`src/rtl/factorial.sv`:
```
// -----------------------------------------------------------------------------
// factorial
//
// Free-running iterative factorial engine. After reset it latches ain in IDLE,
// then performs one multiply per clock in CALC until counter reaches the
// latched n or the next product would not fit in OUT_W bits. The result is
// held in DONE until ain differs from the latched n, which restarts the
// computation through IDLE.
//
// Ports:
//   clock     in   1      system clock, rising-edge active
//   reset     in   1      asynchronous, active-high reset
//   ain       in   IN_W   operand n, sampled only in IDLE
//   counter   out  IN_W   multiplications completed (aout = counter!)
//   overflow  out  1      sticky; next product would exceed OUT_W bits
//   aout      out  OUT_W  running / final product
//   state_dbg out  2      current FSM state (IDLE=0, CALC=1, DONE=2)
//
// Handshake: there is no valid/ready pair. ain is a level, not a request; it
// is captured in IDLE and re-examined only in DONE. The outputs carry the
// final result for as long as state_dbg reports DONE; in CALC they show the
// running partial product k! with counter = k.
// -----------------------------------------------------------------------------
module factorial #(
  parameter int IN_W  = 16,
  parameter int OUT_W = 21
) (
  input  logic             clock,
  input  logic             reset,
  input  logic [IN_W-1:0]  ain,
  output logic [IN_W-1:0]  counter,
  output logic             overflow,
  output logic [OUT_W-1:0] aout,
  output logic [1:0]       state_dbg
);

  localparam int PROD_W = OUT_W + IN_W;
  localparam logic [IN_W-1:0]  ONE_N   = {{(IN_W-1){1'b0}}, 1'b1};
  localparam logic [OUT_W-1:0] ONE_OUT = {{(OUT_W-1){1'b0}}, 1'b1};

  typedef enum logic [1:0] {
    S_IDLE = 2'd0,
    S_CALC = 2'd1,
    S_DONE = 2'd2
  } state_t;

  state_t           state_q, state_d;
  logic [IN_W-1:0]  n_q, n_d;
  logic [IN_W-1:0]  counter_q, counter_d;
  logic [OUT_W-1:0] aout_q, aout_d;
  logic             overflow_q, overflow_d;

  logic [IN_W-1:0]   count_inc;
  logic [PROD_W-1:0] prod;
  logic              prod_ovf;
  logic              at_n;

  // Single combinational multiply at full width so that any set bit above
  // OUT_W flags overflow before the product is committed.
  assign count_inc = counter_q + ONE_N;
  assign prod      = {{IN_W{1'b0}}, aout_q} * {{OUT_W{1'b0}}, count_inc};
  assign prod_ovf  = |prod[PROD_W-1:OUT_W];
  assign at_n      = (counter_q == n_q);

  // State and datapath registers
  always_ff @(posedge clock or posedge reset) begin
    if (reset) begin
      state_q    <= S_IDLE;
      n_q        <= '0;
      counter_q  <= '0;
      aout_q     <= '0;
      overflow_q <= 1'b0;
    end else begin
      state_q    <= state_d;
      n_q        <= n_d;
      counter_q  <= counter_d;
      aout_q     <= aout_d;
      overflow_q <= overflow_d;
    end
  end

  // Next-state logic
  always_comb begin
    state_d = state_q;
    case (state_q)
      S_IDLE: state_d = S_CALC;
      S_CALC: begin
        if (at_n || prod_ovf) state_d = S_DONE;
      end
      S_DONE: begin
        if (ain != n_q) state_d = S_IDLE;
      end
      default: state_d = S_IDLE;
    endcase
  end

  // Datapath next values (all outputs are registered)
  always_comb begin
    n_d        = n_q;
    counter_d  = counter_q;
    aout_d     = aout_q;
    overflow_d = overflow_q;
    case (state_q)
      S_IDLE: begin
        n_d        = ain;
        counter_d  = '0;
        aout_d     = ONE_OUT;
        overflow_d = 1'b0;
      end
      S_CALC: begin
        if (!at_n) begin
          if (prod_ovf) begin
            // Keep the last representable product; counter stops here too,
            // so it can never wrap even for very large n.
            overflow_d = 1'b1;
          end else begin
            aout_d    = prod[OUT_W-1:0];
            counter_d = count_inc;
          end
        end
      end
      default: begin
        // DONE (and any illegal code) holds the datapath
      end
    endcase
  end

  assign counter   = counter_q;
  assign overflow  = overflow_q;
  assign aout      = aout_q;
  assign state_dbg = state_q;

endmodule

```
`config.mk`:
```
export PLATFORM = sky130hd
export DESIGN_NAME = factorial
export DESIGN_NICKNAME = d
export VERILOG_FILES = /design/src/rtl/factorial.sv
export SDC_FILE = /design/constraint.sdc
export NUM_CORES = 1
export LEC_CHECK = 0
export ABC_AREA = 0
export CAP_MARGIN = 25
export CELL_PAD_IN_SITES_DETAIL_PLACEMENT = 1
export CELL_PAD_IN_SITES_GLOBAL_PLACEMENT = 1
export CORE_ASPECT_RATIO = 0.75
export CORE_MARGIN = 1.5
export CORE_UTILIZATION = 46
export CTS_CLUSTER_DIAMETER = 40
export CTS_CLUSTER_SIZE = 30
export DETAILED_ROUTE_END_ITERATION = 6
export HOLD_SLACK_MARGIN = 0.08
export PLACE_DENSITY = 0.75
export SYNTH_ARGS = -nofsm -noshare
export SYNTH_HDL_FRONTEND = slang
export SYNTH_SLANG_ARGS = --single-unit
```
`constraint.sdc`:
```
create_clock -name clock -period 16.7 [get_ports clock]
set_input_delay 2.505 -clock clock [delete_from_list [all_inputs] [get_ports clock]]
set_output_delay 2.505 -clock clock [all_outputs]
set_load 0.03 [all_outputs]
```
# After elaboration in Yosys (flattened, before gate mapping)
# Cells that the tools add are included.
# totals
ff_bits	56
in_bits	18
output_inout_bits	40
# classes
addsub	1
multipliers	1
n_eq_ne	9
n_mux	12
reduce_logical	7
# op_table
cell	count
$mux 21	2
$pmux 21 s2	1
$mul 21x16->37	1
$mux 16	2
$pmux 16 s2	1
$add 16x1->16 const B	1
$eq 16x16->1	1
$ne 16x16->1	1
$reduce_or 16->1	1
$ne 2x2->1 const B	5
$pmux 2 s3	1
$reduce_and 3->1	2
$mux 2	2
$eq 2x1->1 const B	1
$eq 2x2->1 const B	1
$logic_not 2->1	1
$mux 1	2
$pmux 1 s2	1
$reduce_and 2->1	1
$reduce_bool 2->1	1
$logic_or 1x1->1	1

# Longest topological paths before layout
# logic_depth
word_depth	6
depth_mapped	34

# Least setup slack after synthesis
# No wires, ideal clock.
# synth_timing
kind	reg2reg
start	register counter_q[1], in the netlist counter[1]
end	register counter_q[10], in the netlist counter[10]
arrival_time_ns	8.663
required_ns	16.613
slack_ns	7.950
path_stages_with_launch	33
path_cell_list	dfrtp_1 ha_1 and3_1 and3_1 and3_1 and3_1 clkbuf_1 nand3_1 nor2_1 xnor2_1 clkbuf_1 nor2_1 fa_1 fa_1 fa_1 fa_1 fa_1 inv_1 fa_1 inv_1 ha_1 buf_4 nand4_4 or3_1 a211o_1 and3_4 o31ai_4 o211ai_1 or4_4 buf_6 or4_4 buf_6 o211ai_1
# synth_between
elab_chain_len	5
# synth_rtl
element	line	text
start, declared	49	logic [IN_W-1:0] counter_q, counter_d;
start signal, assigned	76	counter_q <= counter_d;
$add 16x1->16	60	assign count_inc = counter_q + ONE_N;
$mul 21x16->37	61	assign prod = {{IN_W{1'b0}}, aout_q} * {{OUT_W{1'b0}}, count_inc};
$reduce_or 16->1	62	assign prod_ovf = |prod[PROD_W-1:OUT_W];
$ne 2x2->1 (no line)	--	
$reduce_and 3->1 (no line)	--	
# Parallel ways exist; a longest one is shown, timed or not. The select of a mux whose other input is x is not followed.
# A chain may end at the register's enable or synchronous reset.

# Worst setup path after layout
# layout_timing
start	register counter_q[0], in the netlist counter[0]
end	register counter_q[8], in the netlist counter[8]
# Same word-level chain as after synthesis.

==> results.txt <==
After floorplanning, the core was divided into 56 placement rows. The number of vias in the routed layout is about 12,000. The required time reported for the critical path endpoint came out at around 17 ns. The number of antenna violations at the first check in global routing is 1. Setup violations remaining at the end of the flow were counted as 0. The launch instance of the worst register-to-register path is counter[0].

The highest attainable clock frequency came out at slightly above 90 MHz. The total of cells resized after clock tree synthesis is 0. Of the total power, registers draw 23.1%.

The horizontal die dimension came out at approximately 210 um. The effective utilization at floorplan came out at between 40 and 50%. Of all flip-flops after synthesis, the portion carrying an async set or reset was between 90% and 100%. The depth of the CTS H-tree is 2. Counting flops and latches in the post-synthesis netlist gives 56. The flow ran to the end, and the final reports show no timing, DRC or antenna violations.

The wire length of the first global-routing pass came out at between 70 and 80 mm. The worst slew margin relative to its limit came out at between 30% and 40%. The mean cell area of the mapped netlist is ~8.6 um^2.

Hold is met by about 0.53 ns. In the routed design, unresolved DRC markers number 0. In the synthesized netlist the dominant register cell turns out to be dfrtp_1. The number of global-route vias before repair is 13,600. The post-route netlist has between 4 and 5% of its cells at a drive strength greater than 1. The number of max-slew violations in the final report came to 0. Post-CTS timing repair inserted 0 buffers for setup. The die boundary height came out at ~160 um.

The power density over the cells came out at roughly 85 nW/um^2. In this run the clock root is driven by a clkbuf_16. Net switching is 56.9% of the power. The number of DRC markers after the initial detailed-route iteration is about 850. Entering global routing, the biggest net connects 57 pins.

In the final layout, flip-flops and latches occupy 1400 um^2. In this run, CTS created clock tree buffers numbering 5. The reg2reg setup slack is about 6 ns. The setup slack after layout came out at between 6 and 7 ns. The post-synthesis instance area came out at about 15,000 um^2. The congestion estimate from routability-driven global placement came to 0.939.

In this run the worst hold path is classified as flop to flop. At the worst endpoint, the arrival time is approximately 11 ns. The net count after synthesis is ~2,100. The sum of negative setup slack is 0 ns. The die outline area came out at ~33,000 um^2.

The instance count of the mapped netlist is between 1,500 and 2,000. The routed wire length came out at a little under 50 mm. TritonCTS built the clock tree. The post-layout minimum cycle time is 10.69 ns.

The portion of the post-synthesis area used by sequential elements is under 10%. The final count of hold timing violations is 0. The number of buffers inserted by hold repair at cts came out at 0. Summed over all nets, the switching power comes to ~0.77 mW.

Clock tree synthesis found a total of 56 sinks. Along the worst path, the maximum fanout reaches 15. The leakage power came out at roughly 7.3 nW. The instance area after placement came out at approximately 16,000 um^2. The worst register-to-register path ends at counter[8]. Setup repair after global routing left no endpoint under its margin. For the pin with the worst max-slew slack, the measured transition is 0.934 ns. Clock-pin slew was measured on the worst setup and hold paths at around 0.080 ns. The cell depth of the worst flop-to-flop path came out at 27. The worst setup path startpoint is counter[0]. The Yosys step of the flow raised 0 warnings. The area used by multi-input combinational logic came out at ~12,000 um^2.

The per-cell routed wire length came out at 22.9 um. The power consumption is between 1 and 1.5 mW. The worst-case clock buffer depth is 2. The core region is around 32,000 um^2.

Counting the fill cells in the layout gives between 3,000 and 4,000. The combinational power share is between 60% and 70%. The clock arrives with around 0.0099 ns of skew. The worst-case vdd ir drop came out at slightly below 0.00006 V. The clock share of power came out at between 8 and 9%. The worst-case setup slack after placement came out at ~6.3 ns. The global route total overflow came out at 0.

The total iterations of the first detailed-routing run came out at 5. The final design utilization came out at about half. Yosys attributes the largest share of cell area to fa_1 35%, dfrtp_1 9.4%, ha_1 9.2%. The number of nets in the final layout came out at 2,124. Summed over all instances, the cell type with the most area after synthesis is fa_1. The startpoint kind of the worst setup timing path is a flop. Internal power comes to about 0.58 mW. The number of different library cells in the post-synthesis netlist came out at 74. The hold-critical path depth is 1. The worst setup path is of the flop to flop kind.

Across the run, the number of max-cap violations was 0. The count of antenna diodes in the layout is 0. The number of top-level design ports is 58. The worst setup path is captured at a flop. The number of instances in the placed design is between 2,000 and 2,500. The number of flops mapped to enable cells by yosys came out at 0.

The area growth from synthesis to layout is 6.86%. The most critical setup path has its endpoint at counter[8]. The final non-filler cell total came out at ~2,100. The global routing usage summed across all routing layers came out at a little under a third. The portion of the clock cycle consumed by the worst path in the final layout came out at 64.0%. The share of synthesized area in the top cell type comes to 35.5%.

The later pin in the worst-skew pair is clocked with a latency of ~0.3 ns. The remaining antenna violation count is 0. The ratio of routed vias to standard cells is about 5.7. The number of buffer cells added on primary ports came out at 57. Among all cell types in the netlist, the one instantiated most often is inv_1. The HPWL after detailed placement is roughly 40 mm. The commonest cells after synthesis are 353 x inv_1, 264 x fa_1, 205 x nand2_1, 121 x nor2_1, 110 x ha_1.

With fillers left out, the area of the finished cells amounts to 15,900 um^2.
-- state kept, by name (all words and copies together) (netlist names) --
register   count
overflow       1
aout          21
counter       16
state_dbg      2
n_q           16
-- cell usage in the layout, fill, tap and decap left out, types with 7 or more instances in the layout --
cell	n
a21oi_1	52
and2_1	95
and2b_1	7
and3_1	11
buf_4	22
clkdlybuf4s50_1	57
dfrtp_1	56
fa_1	264
ha_1	110
inv_1	352
mux2_2	17
nand2_1	205
nand3_1	11
nand3b_1	7
nand4_1	42
nor2_1	120
nor3_1	11
nor4_1	8
o2111ai_1	8
o211ai_1	15
o21a_1	10
o21ai_0	35
o31ai_1	30
o41ai_1	9
xnor2_1	52
xor2_1	15
-- worst min path at each step --
stage	endpoint	slack, ns	startpoint
final	overflow	0.53	overflow
after global routing	overflow	0.57	overflow
after CTS	overflow	0.53	overflow
after detailed placement	overflow	0.50	overflow
after global placement	overflow	0.52	overflow
after floorplan	n_q[10]	0.54	n_q[10]
-- worst max-delay path, cell delays in order (launching register included) --
cell       delay [ns]
dfrtp_1          0.71
nand3_1          0.15
nor3_1           0.55
and3_1           0.33
and3_1           0.26
and3_1           0.34
nand3_1          0.19
xnor2_1          0.78
nand2_1          0.16
fa_1             0.48
fa_1             0.50
inv_1            0.05
fa_1             0.41
fa_1             0.51
fa_1             0.49
inv_1            0.05
fa_1             0.48
inv_1            0.04
ha_1             0.46
a21oi_1          0.16
o21ai_0          0.37
a41oi_1          0.34
o21bai_1         0.45
nor3_1           0.16
a2111oi_0        0.85
nand4_2          0.41
or4_4            0.70
o211ai_1         0.23
-- area by class of cell --
cell class	instances	share of cell area (%)
multi-input cells	1236	73.9
well taps	406	3.19
clock inverters	3	0.165
repair buffers	80	4.80
clock buffers	5	0.786
flip-flops and latches	56	8.81
inverters	353	8.33
-- per-layer routing --
layer / part of all wire, % / GRT usage, % / vias to the layer above
met3: 5.2 / 3.11 / 38
met5: 0 / 0 / -
li1: - / - / 5444
met2: 48 / 50.5 / 333
met1: 45 / 43.6 / 6435
met4: 1.6 / 5.32 / 0
-- logic make-up (layout without fill, tap and decap cells) --
logic type      count (synthesis)  after routing  synth area share [%]
simple gates                  559            559                  18.5
buf+inv                       444            441                  12.0
fa+ha+maj                     374            374                  44.7
compound gates                212            212                  9.76
xor+xnor                       71             71                  4.18
flops                          56             56                  9.41
mux                            20             20                  1.49
-- power groups by stage --
stage                     sequential, mW  combinational (mW)  clock, mW
after floorplan                    0.263               0.629          0
after global placement             0.307               0.867          0
after detailed placement           0.311               0.913          0
after CTS                          0.308               0.919      0.115
after global routing               0.317                1.01      0.120
final                              0.310               0.923      0.113
Power figures use the tool's default switching activity.
